### config.mk
export PLATFORM = sky130hd
export DESIGN_NAME = router_pkt_engine
export DESIGN_NICKNAME = d
export VERILOG_FILES = /design/src/rtl/router_pkt_engine.sv
export SDC_FILE = /design/constraint.sdc
export NUM_CORES = 1
export LEC_CHECK = 0
export ABC_AREA = 1
export BUFFER_PORTS_ARGS = -buffer_cell sky130_fd_sc_hd__buf_2
export CAP_MARGIN = 15
export CORE_MARGIN = 1.5
export CORE_UTILIZATION = 50
export DETAILED_ROUTE_END_ITERATION = 7
export PLACE_DENSITY = 0.71
export SYNTH_ARGS = -nofsm -noshare
export SYNTH_HDL_FRONTEND = slang
export SYNTH_SLANG_ARGS = --single-unit
### constraint.sdc
create_clock -name router_clock -period 3 [get_ports router_clock]
set_input_delay 0.45 -clock router_clock [delete_from_list [all_inputs] [get_ports router_clock]]
set_output_delay 0.45 -clock router_clock [all_outputs]
set_load 0.05 [all_outputs]
### src/rtl/router_pkt_engine.sv
// Packet ingress engine: decodes the header, buffers bytes in a small holding
// queue, drains them to the selected destination FIFO and checks the checksum.
module router_pkt_engine #(
  parameter int DW         = 8,
  parameter int NUM_DEST   = 3,
  parameter int CHK_MODE   = 0,
  parameter int HOLD_DEPTH = 2,
  localparam int AW        = $clog2(NUM_DEST + 1)
) (
  input  logic                router_clock,
  input  logic                resetn,
  input  logic                pkt_valid,
  input  logic [DW-1:0]       data_in,
  input  logic [NUM_DEST-1:0] fifo_full,
  output logic                busy,
  output logic [DW-1:0]       dout,
  output logic [NUM_DEST-1:0] write_enb,
  output logic [AW-1:0]       dest_id,
  output logic                parity_done,
  output logic                low_pkt_valid,
  output logic                err,
  output logic                drop
);
  localparam int LW = DW - AW;
  localparam int CW = $clog2(HOLD_DEPTH + 1);
  localparam int PW = $clog2(HOLD_DEPTH);
  localparam logic [AW-1:0] DEST_LIMIT = AW'(NUM_DEST);
  localparam logic [CW-1:0] DEPTH_C    = CW'(HOLD_DEPTH);
  localparam logic [PW-1:0] LAST_PTR   = PW'(HOLD_DEPTH - 1);

  typedef enum logic [1:0] {IDLE, LOAD, CHECK, DROP} state_t;

  state_t              state_reg;
  logic [AW-1:0]       dest_id_reg;
  logic [LW-1:0]       len_cnt_reg;
  logic [DW-1:0]       chk_reg;
  logic [DW-1:0]       chk_next;
  logic                parity_done_reg;
  logic                low_pkt_valid_reg;
  logic                err_reg;
  logic                drop_reg;

  logic [DW-1:0]       hold_mem [HOLD_DEPTH];
  logic [PW-1:0]       wr_ptr_reg;
  logic [PW-1:0]       rd_ptr_reg;
  logic [CW-1:0]       count_reg;
  logic [DW-1:0]       dout_reg;
  logic [NUM_DEST-1:0] write_enb_reg;
  logic [NUM_DEST-1:0] write_enb_next;
  logic [2**AW-1:0]    full_ext;

  logic [AW-1:0]       hdr_dest;
  logic [LW-1:0]       hdr_len;
  logic                hdr_ok;
  logic                busy_w;
  logic                accept;
  logic                push;
  logic                pop;

  assign hdr_dest = data_in[AW-1:0];
  assign hdr_len  = data_in[DW-1:AW];
  assign hdr_ok   = hdr_dest < DEST_LIMIT;
  assign busy_w   = (count_reg == DEPTH_C) || (state_reg == CHECK);
  assign accept   = pkt_valid && !busy_w;
  assign push     = accept && ((state_reg == IDLE && hdr_ok) || state_reg == LOAD);

  // Pad the full vector so any dest_id encoding indexes a defined bit.
  assign full_ext = {{(2**AW - NUM_DEST){1'b0}}, fifo_full};
  assign pop      = (count_reg != '0) && !full_ext[dest_id_reg];

  generate
    if (CHK_MODE == 1) begin : g_sum
      assign chk_next = chk_reg + data_in;
    end else begin : g_xor
      assign chk_next = chk_reg ^ data_in;
    end
  endgenerate

  generate
    for (genvar gi = 0; gi < NUM_DEST; gi++) begin : g_wen
      assign write_enb_next[gi] = pop && (dest_id_reg == AW'(gi));
    end
  endgenerate

  always_ff @(posedge router_clock) begin
    if (push) hold_mem[wr_ptr_reg] <= data_in;
  end

  always_ff @(posedge router_clock) begin
    if (!resetn) begin
      wr_ptr_reg    <= '0;
      rd_ptr_reg    <= '0;
      count_reg     <= '0;
      dout_reg      <= '0;
      write_enb_reg <= '0;
    end else begin
      write_enb_reg <= write_enb_next;
      if (push) wr_ptr_reg <= (wr_ptr_reg == LAST_PTR) ? '0 : wr_ptr_reg + PW'(1);
      if (pop) begin
        dout_reg   <= hold_mem[rd_ptr_reg];
        rd_ptr_reg <= (rd_ptr_reg == LAST_PTR) ? '0 : rd_ptr_reg + PW'(1);
      end
      case ({push, pop})
        2'b10:   count_reg <= count_reg + CW'(1);
        2'b01:   count_reg <= count_reg - CW'(1);
        default: count_reg <= count_reg;
      endcase
    end
  end

  always_ff @(posedge router_clock) begin
    if (!resetn) begin
      state_reg         <= IDLE;
      dest_id_reg       <= '0;
      len_cnt_reg       <= '0;
      chk_reg           <= '0;
      parity_done_reg   <= 1'b0;
      low_pkt_valid_reg <= 1'b0;
      err_reg           <= 1'b0;
      drop_reg          <= 1'b0;
    end else begin
      drop_reg <= 1'b0;
      case (state_reg)
        IDLE: begin
          if (accept) begin
            if (hdr_ok) begin
              dest_id_reg       <= hdr_dest;
              chk_reg           <= data_in;
              len_cnt_reg       <= hdr_len;
              parity_done_reg   <= 1'b0;
              low_pkt_valid_reg <= 1'b0;
              err_reg           <= 1'b0;
              state_reg         <= LOAD;
            end else begin
              drop_reg  <= 1'b1;
              state_reg <= DROP;
            end
          end
        end
        LOAD: begin
          // A gap in pkt_valid before the checksum byte means a truncated frame.
          if (!pkt_valid) begin
            low_pkt_valid_reg <= 1'b1;
            err_reg           <= 1'b1;
            parity_done_reg   <= 1'b1;
            state_reg         <= CHECK;
          end else if (accept) begin
            if (len_cnt_reg != '0) begin
              chk_reg     <= chk_next;
              len_cnt_reg <= len_cnt_reg - LW'(1);
            end else begin
              parity_done_reg <= 1'b1;
              err_reg         <= (data_in != chk_reg);
              state_reg       <= CHECK;
            end
          end
        end
        CHECK: begin
          if (count_reg == '0) state_reg <= IDLE;
        end
        DROP: begin
          if (!pkt_valid) state_reg <= IDLE;
        end
        default: state_reg <= IDLE;
      endcase
    end
  end

  assign busy          = busy_w;
  assign dout          = dout_reg;
  assign write_enb     = write_enb_reg;
  assign dest_id       = dest_id_reg;
  assign parity_done   = parity_done_reg;
  assign low_pkt_valid = low_pkt_valid_reg;
  assign err           = err_reg;
  assign drop          = drop_reg;
endmodule
# After elaboration in Yosys (flattened, before gate mapping)
# Memory sizes are Yosys's and may differ from the RTL's. A register that Yosys moved wholly into a read port is not among the register bits.
# Index checks and enable logic that the tools add are counted.
[word_totals]
reg_bits = 29
ramBits = 16
in_bits = 14
n_memories = 1
[mem_list]
columns = ["memory", "depth", "word_bits", "read_ports", "rd_clocked_by_memory_dff", "write_ports", "line", "source"]
rows = [
  ["hold_mem", 2, 8, 1, 1, 1, "43", "logic [DW-1:0] hold_mem [HOLD_DEPTH];"],
]
[classes]
add_sub_neg = 5
n_lt_le_gt_ge = 2
n_eq_ne = 19
muxes = 40
n_bitwise = 1
reduce_logical = 25
[op_table]
columns = ["op", "n"]
rows = [
  ["8-bit 2-to-1 mux", 5],
  ["6-bit 2-to-1 mux", 5],
  ["8-bit case mux with 2 select lines", 1],
  ["1-bit 2-to-1 mux", 15],
  ["2-bit 2-to-1 mux", 7],
  ["2-bit inequality test (second input constant)", 6],
  ["6-bit case mux with 2 select lines", 1],
  ["2-bit == test (second input constant)", 5],
  ["5-bit AND reduction", 2],
  ["8-bit inequality test", 1],
  ["2-bit case mux with 4 select lines", 1],
  ["8-bit bitwise XOR", 1],
  ["1-bit logical AND", 7],
  ["2-bit by 1-bit == test with 1-bit output (second input constant)", 3],
  ["2-bit zero test", 3],
  ["3-bit inequality test (second input constant)", 2],
  ["1-bit case mux with 2 select lines", 3],
  ["3-bit AND reduction", 2],
  ["6-bit AND reduction", 1],
  ["2-bit nonzero test", 3],
  ["6-bit nonzero test", 1],
  ["6-bit by 1-bit subtractor with 6-bit output (second input constant)", 1],
  ["2-bit by 1-bit inequality test with 1-bit output (second input constant)", 2],
  ["2-bit case mux with 2 select lines", 1],
  ["9 further kinds", 13],
]

# Depth between registers and ports, before layout
[depth]
word_depth = 7
depth_mapped = 11
mapped_depth_nobuf = 10

# Worst setup path after synthesis
# Ideal clock, no wire load.
[synth_timing]
path_kind = "register to register"
start = "register dest_id_reg[1] (netlist: dest_id[1])"
end = "register count_reg[1]"
setup_time_ns = 0.122
t_arrival_ns = 1.950
t_required_ns = 2.878
path_slack_ns = 0.928
stages_incl_launch_ff = 11
n_path_buf = 1
synth_period_minus_slack_ns = 2.072
path_cell_list = "dfxtp_1 inv_1 nand3_1 nand2_1 nor2_4 buf_4 ha_1 a21oi_1 o21ai_0 o21ai_0 a21oi_1"
[synth_via]
elab_chain_cells = 6
word_cells_on_any_way = 8
[synth_lines]
columns = ["element", "line", "source"]
rows = [
  ["start: declaration", "34", "logic [AW-1:0] dest_id_reg;"],
  ["start signal: assignment", "127", "dest_id_reg <= hdr_dest;"],
  ["1-bit binary-select mux with 2-bit select *", "69", "assign pop = (count_reg != '0) && !full_ext[dest_id_reg];"],
  ["1-bit 2-to-1 mux (implied by the code) *", "69", ""],
  ["1-bit zero test *", "69", ""],
  ["1-bit logical AND *", "69", ""],
  ["named net pop", "58", "logic pop;"],
  ["2-bit by 1-bit == test with 1-bit output or 2-bit == test (tied branches)", "103", "case ({push, pop})"],
  ["2-bit case mux with 2 select lines or 2-bit nonzero test (tied branches)", "n/a", ""],
  ["end signal: assignment", "104", "2'b10: count_reg <= count_reg + CW'(1);"],
  ["end signal: assignment", "105", "2'b01: count_reg <= count_reg - CW'(1);"],
  ["end signal: assignment", "106", "default: count_reg <= count_reg;"],
  ["end: declaration", "46", "logic [CW-1:0] count_reg;"],
]
# The timed path passes the listed nets; every way through them passes the cells marked *. The select of a mux whose other input is x is not followed.
# A chain may end at the register's enable or synchronous reset.

# Worst setup path in the final report
[layout_timing]
start = "register state_reg[1]"
end = "register count_reg[1]"
[layout_via]
elab_chain_cells = 7
word_cells_on_any_way = 13
[layout_lines]
columns = ["element", "line", "source"]
rows = [
  ["start: declaration", "33", "state_t state_reg;"],
  ["start signal: assignment", "113", "state_reg <= IDLE;"],
  ["start signal: assignment", "133", "state_reg <= LOAD;"],
  ["start signal: assignment", "136", "state_reg <= DROP;"],
  ["2-bit == test", "63", "assign busy_w = (count_reg == DEPTH_C) || (state_reg == CHECK);"],
  ["1-bit logical OR", "63", ""],
  ["1-bit zero test", "64", "assign accept = pkt_valid && !busy_w;"],
  ["1-bit logical AND", "64", ""],
  ["1-bit logical AND *", "65", "assign push = accept && ((state_reg == IDLE && hdr_ok) || state_reg == LOAD);"],
  ["2-bit by 1-bit == test with 1-bit output or 2-bit == test (tied branches)", "103", ""],
  ["2-bit case mux with 2 select lines or 2-bit nonzero test (tied branches)", "n/a", ""],
]
# Every way passes the cells marked *; elsewhere a longest branch is shown, timed or not.

==> out/qor.yml <==
design.die.area_mm2: 0.005313
startpoint_type: "flop"
cts.sinks: 53
track_usage_pct: 18.87
grt_setup_unrepaired: "no"
grt_pass1_wl_um: 7610
yosysUniqueCellTypes: 26
arrival_ns: 2.36
p_per_area_mw_per_mm2: 1089
syn_to_final_growth_pct: 12.19
dr.pass1.iters: 4
wl_per_cell_um: 11.19
max_freq_mhz: 463.7
ys_seq_elements: 53
syn_avg_cell_area_um2: 7.982
drt-initial-drc-count: 106
fin_util_pct: 58.01
min_from: "data_in[5]"
min_to: "hold_mem[0][5]"
yosysWarnings: 0
dp_hpwl_um: 3158
cts_root_buf: "clkbuf_8"
ctsHoldBuffers: 0
syn_area_mm2: 0.002442
drt-total-wl_um: 4510
cts.clk_slew.worst_paths_ns: 0.09
yosys.area.top_type_share_pct: 30.33
grt_max_degree: 26
synthArstFlopShare_pct: 0
synthMostInstantiatedCell: "nand2_1"
gp_congestion: 0.8563
p_leak_nw: 1.223
ys_top_cells_by_count: "nand2_1, dfxtp_1, inv_1, o21ai_0, nor2_1"
die_h_um: 72.89
coreArea_mm2: 0.004723
place_ws_ns: 0.8766
min_period_over_period_pct: 71.89
final.setup.tns_ns: 0
maxCapViolations: 0
drc: 0
routed-wl-met3_um: 164
reg2reg_from: "state_reg[1]"
ir_worst_vdd_mv: 0.6471
worst_ep_required_time_ns: 3.20
grt.overflow.total: 0
grt_pass1_vias: 1706
synth.area.top_cells: "dfxtp_1, edfxtp_1, nand2_1"
finalNonFillerCells: 403
status: "complete, no violations"
holdPathStages: 1
cts_buffers: 5
syn_nets: 323
clock_path_buffers: 2
cp_max_fo: 17
drive_gt1_share_pct: 16.07
largest_register_ffs: 16
wl_met1_um: 2234
synth_top_flop_cell: "dfxtp_1"
worstSetupPathType: "flop to flop"
synth_top_area_cell: "dfxtp_1"
antenna_cells: 0
fp-row-count: 25
routed.top_layer: "met4"
via_per_inst: 4.878
hold_violations: 0
start_util_pct: 51.71
synthCells: 306
setup_viol: 0
worst_slew_pin_slew_ns: 0.6133
antenna_left: 0
htreeDepth: 2
cts_tree: "yes"
hp-class: "input pin to flop"
fin_hold_ws_ns: 0.3747
end_kind: "flop"
layout_min_cycle_time_ns: 2.157
ff2ff_path_depth: 9
setup_ws_ns: 0.8432
reg2reg_slack_ns: 0.84
antenna_found_initial: 0
dp.cells: 395
regToRegEndpoint: "count_reg[1]"
clock-skew-final_ns: 0.003114
vias: 1966
seq_area_frac_synth_pct: 50.00
die_x_um: 72.89
synth-edff-count: 16
timing.slew.headroom_pct: 58.96
io_pins: 32
drv_slew: 0
port_buffers: 31
post-cts-setup-buffer-count: 0
route.met2.wl_um: 2013
cts_resized: 0
clkLatencyLatePin_ns: 0.31
fin_nets: 352
-- critical path, cell delays in order, from the launching register on --
cell and delay (ns):
dfxtp_1 0.39, inv_1 0.11, nand2_1 0.31, nand2_1 0.19, nand4_1 0.20, ha_1 0.40, a21oi_1 0.11, o21ai_0 0.11
o21ai_0 0.16, a21oi_1 0.05
-- metal layers --
layer / global-route usage [%] / vias up
li1: - / 1059
met1: 23.81 / 862
met2: 30.48 / 38
met3: 3.729 / 7
met4: 10.06 / 0
met5: 0 / -
-- layout by cell type (no fill, tap or decap) --
master / n
o21ai_0: 29
nand3_4: 1
nand3_2: 1
clkinv_4: 1
edfxtp_1: 16
xor2_1: 5
nor3_1: 3
nand2_2: 4
dfxtp_1: 37
nand4_1: 3
nor2_2: 1
clkbuf_8: 5
a31oi_1: 8
a21oi_2: 6
nor2_1: 23
clkinv_1: 1
o21a_1: 5
clkbuf_1: 1
a21oi_1: 21
nand2_1: 85
nor2_4: 1
buf_2: 31
bufinv_16: 1
inv_2: 1
nand3_1: 12
ha_1: 3
buf_4: 1
inv_1: 30
-- final cells by class --
cell class                 count  area, um^2
fill                         430        1983
sequential                    53        1221
multi-input combinational    211        1041
timing repair buffer          32       162.7
inverter                      32       120.1
tap                           67       83.83
clock buffer                   6       72.57
clock inverter                 2       38.79
-- cell families after synthesis --
family | Yosys count | share of synthesized area [%]
AND/OR/NAND/NOR | 134 | 23.31
AO/OA/AOI/OAI | 69 | 15.98
flip-flops | 53 | 50.00
buffers and inverters | 42 | 7.377
XOR/XNOR | 5 | 1.793
adder cells (fa/ha/maj) | 3 | 1.537
-- how the worst max path moves through the flow --
stage | slack [ns] | to | start
2_1_floorplan | 0.93 | count_reg[1] | dest_id[1]
3_3_place_gp | 0.91 | hold_mem[0][4] | state_reg[1]
3_5_place_dp | 0.88 | count_reg[1] | state_reg[1]
4_1_cts | 0.86 | count_reg[1] | state_reg[1]
5_1_grt | 0.60 | count_reg[1] | state_reg[1]
6_report | 0.84 | count_reg[1] | state_reg[1]
-- where the power goes --
part | internal [mW] | switching, mW
Sequential | 0.968 | 0.123
Combinational | 0.400 | 1.01
Clock | 0.251 | 0.234
Total | 1.62 | 1.37
-- per-stage QoR --
step / total power, mW / area (um^2)
after floorplan: 2.277 / 2442
after global placement: 2.488 / 2629
after detailed placement: 2.511 / 2629
after CTS: 2.999 / 2740
after global routing: 3.219 / 2740
final: 2.985 / 2740
Note: power is estimated with default switching activity, not from simulation.
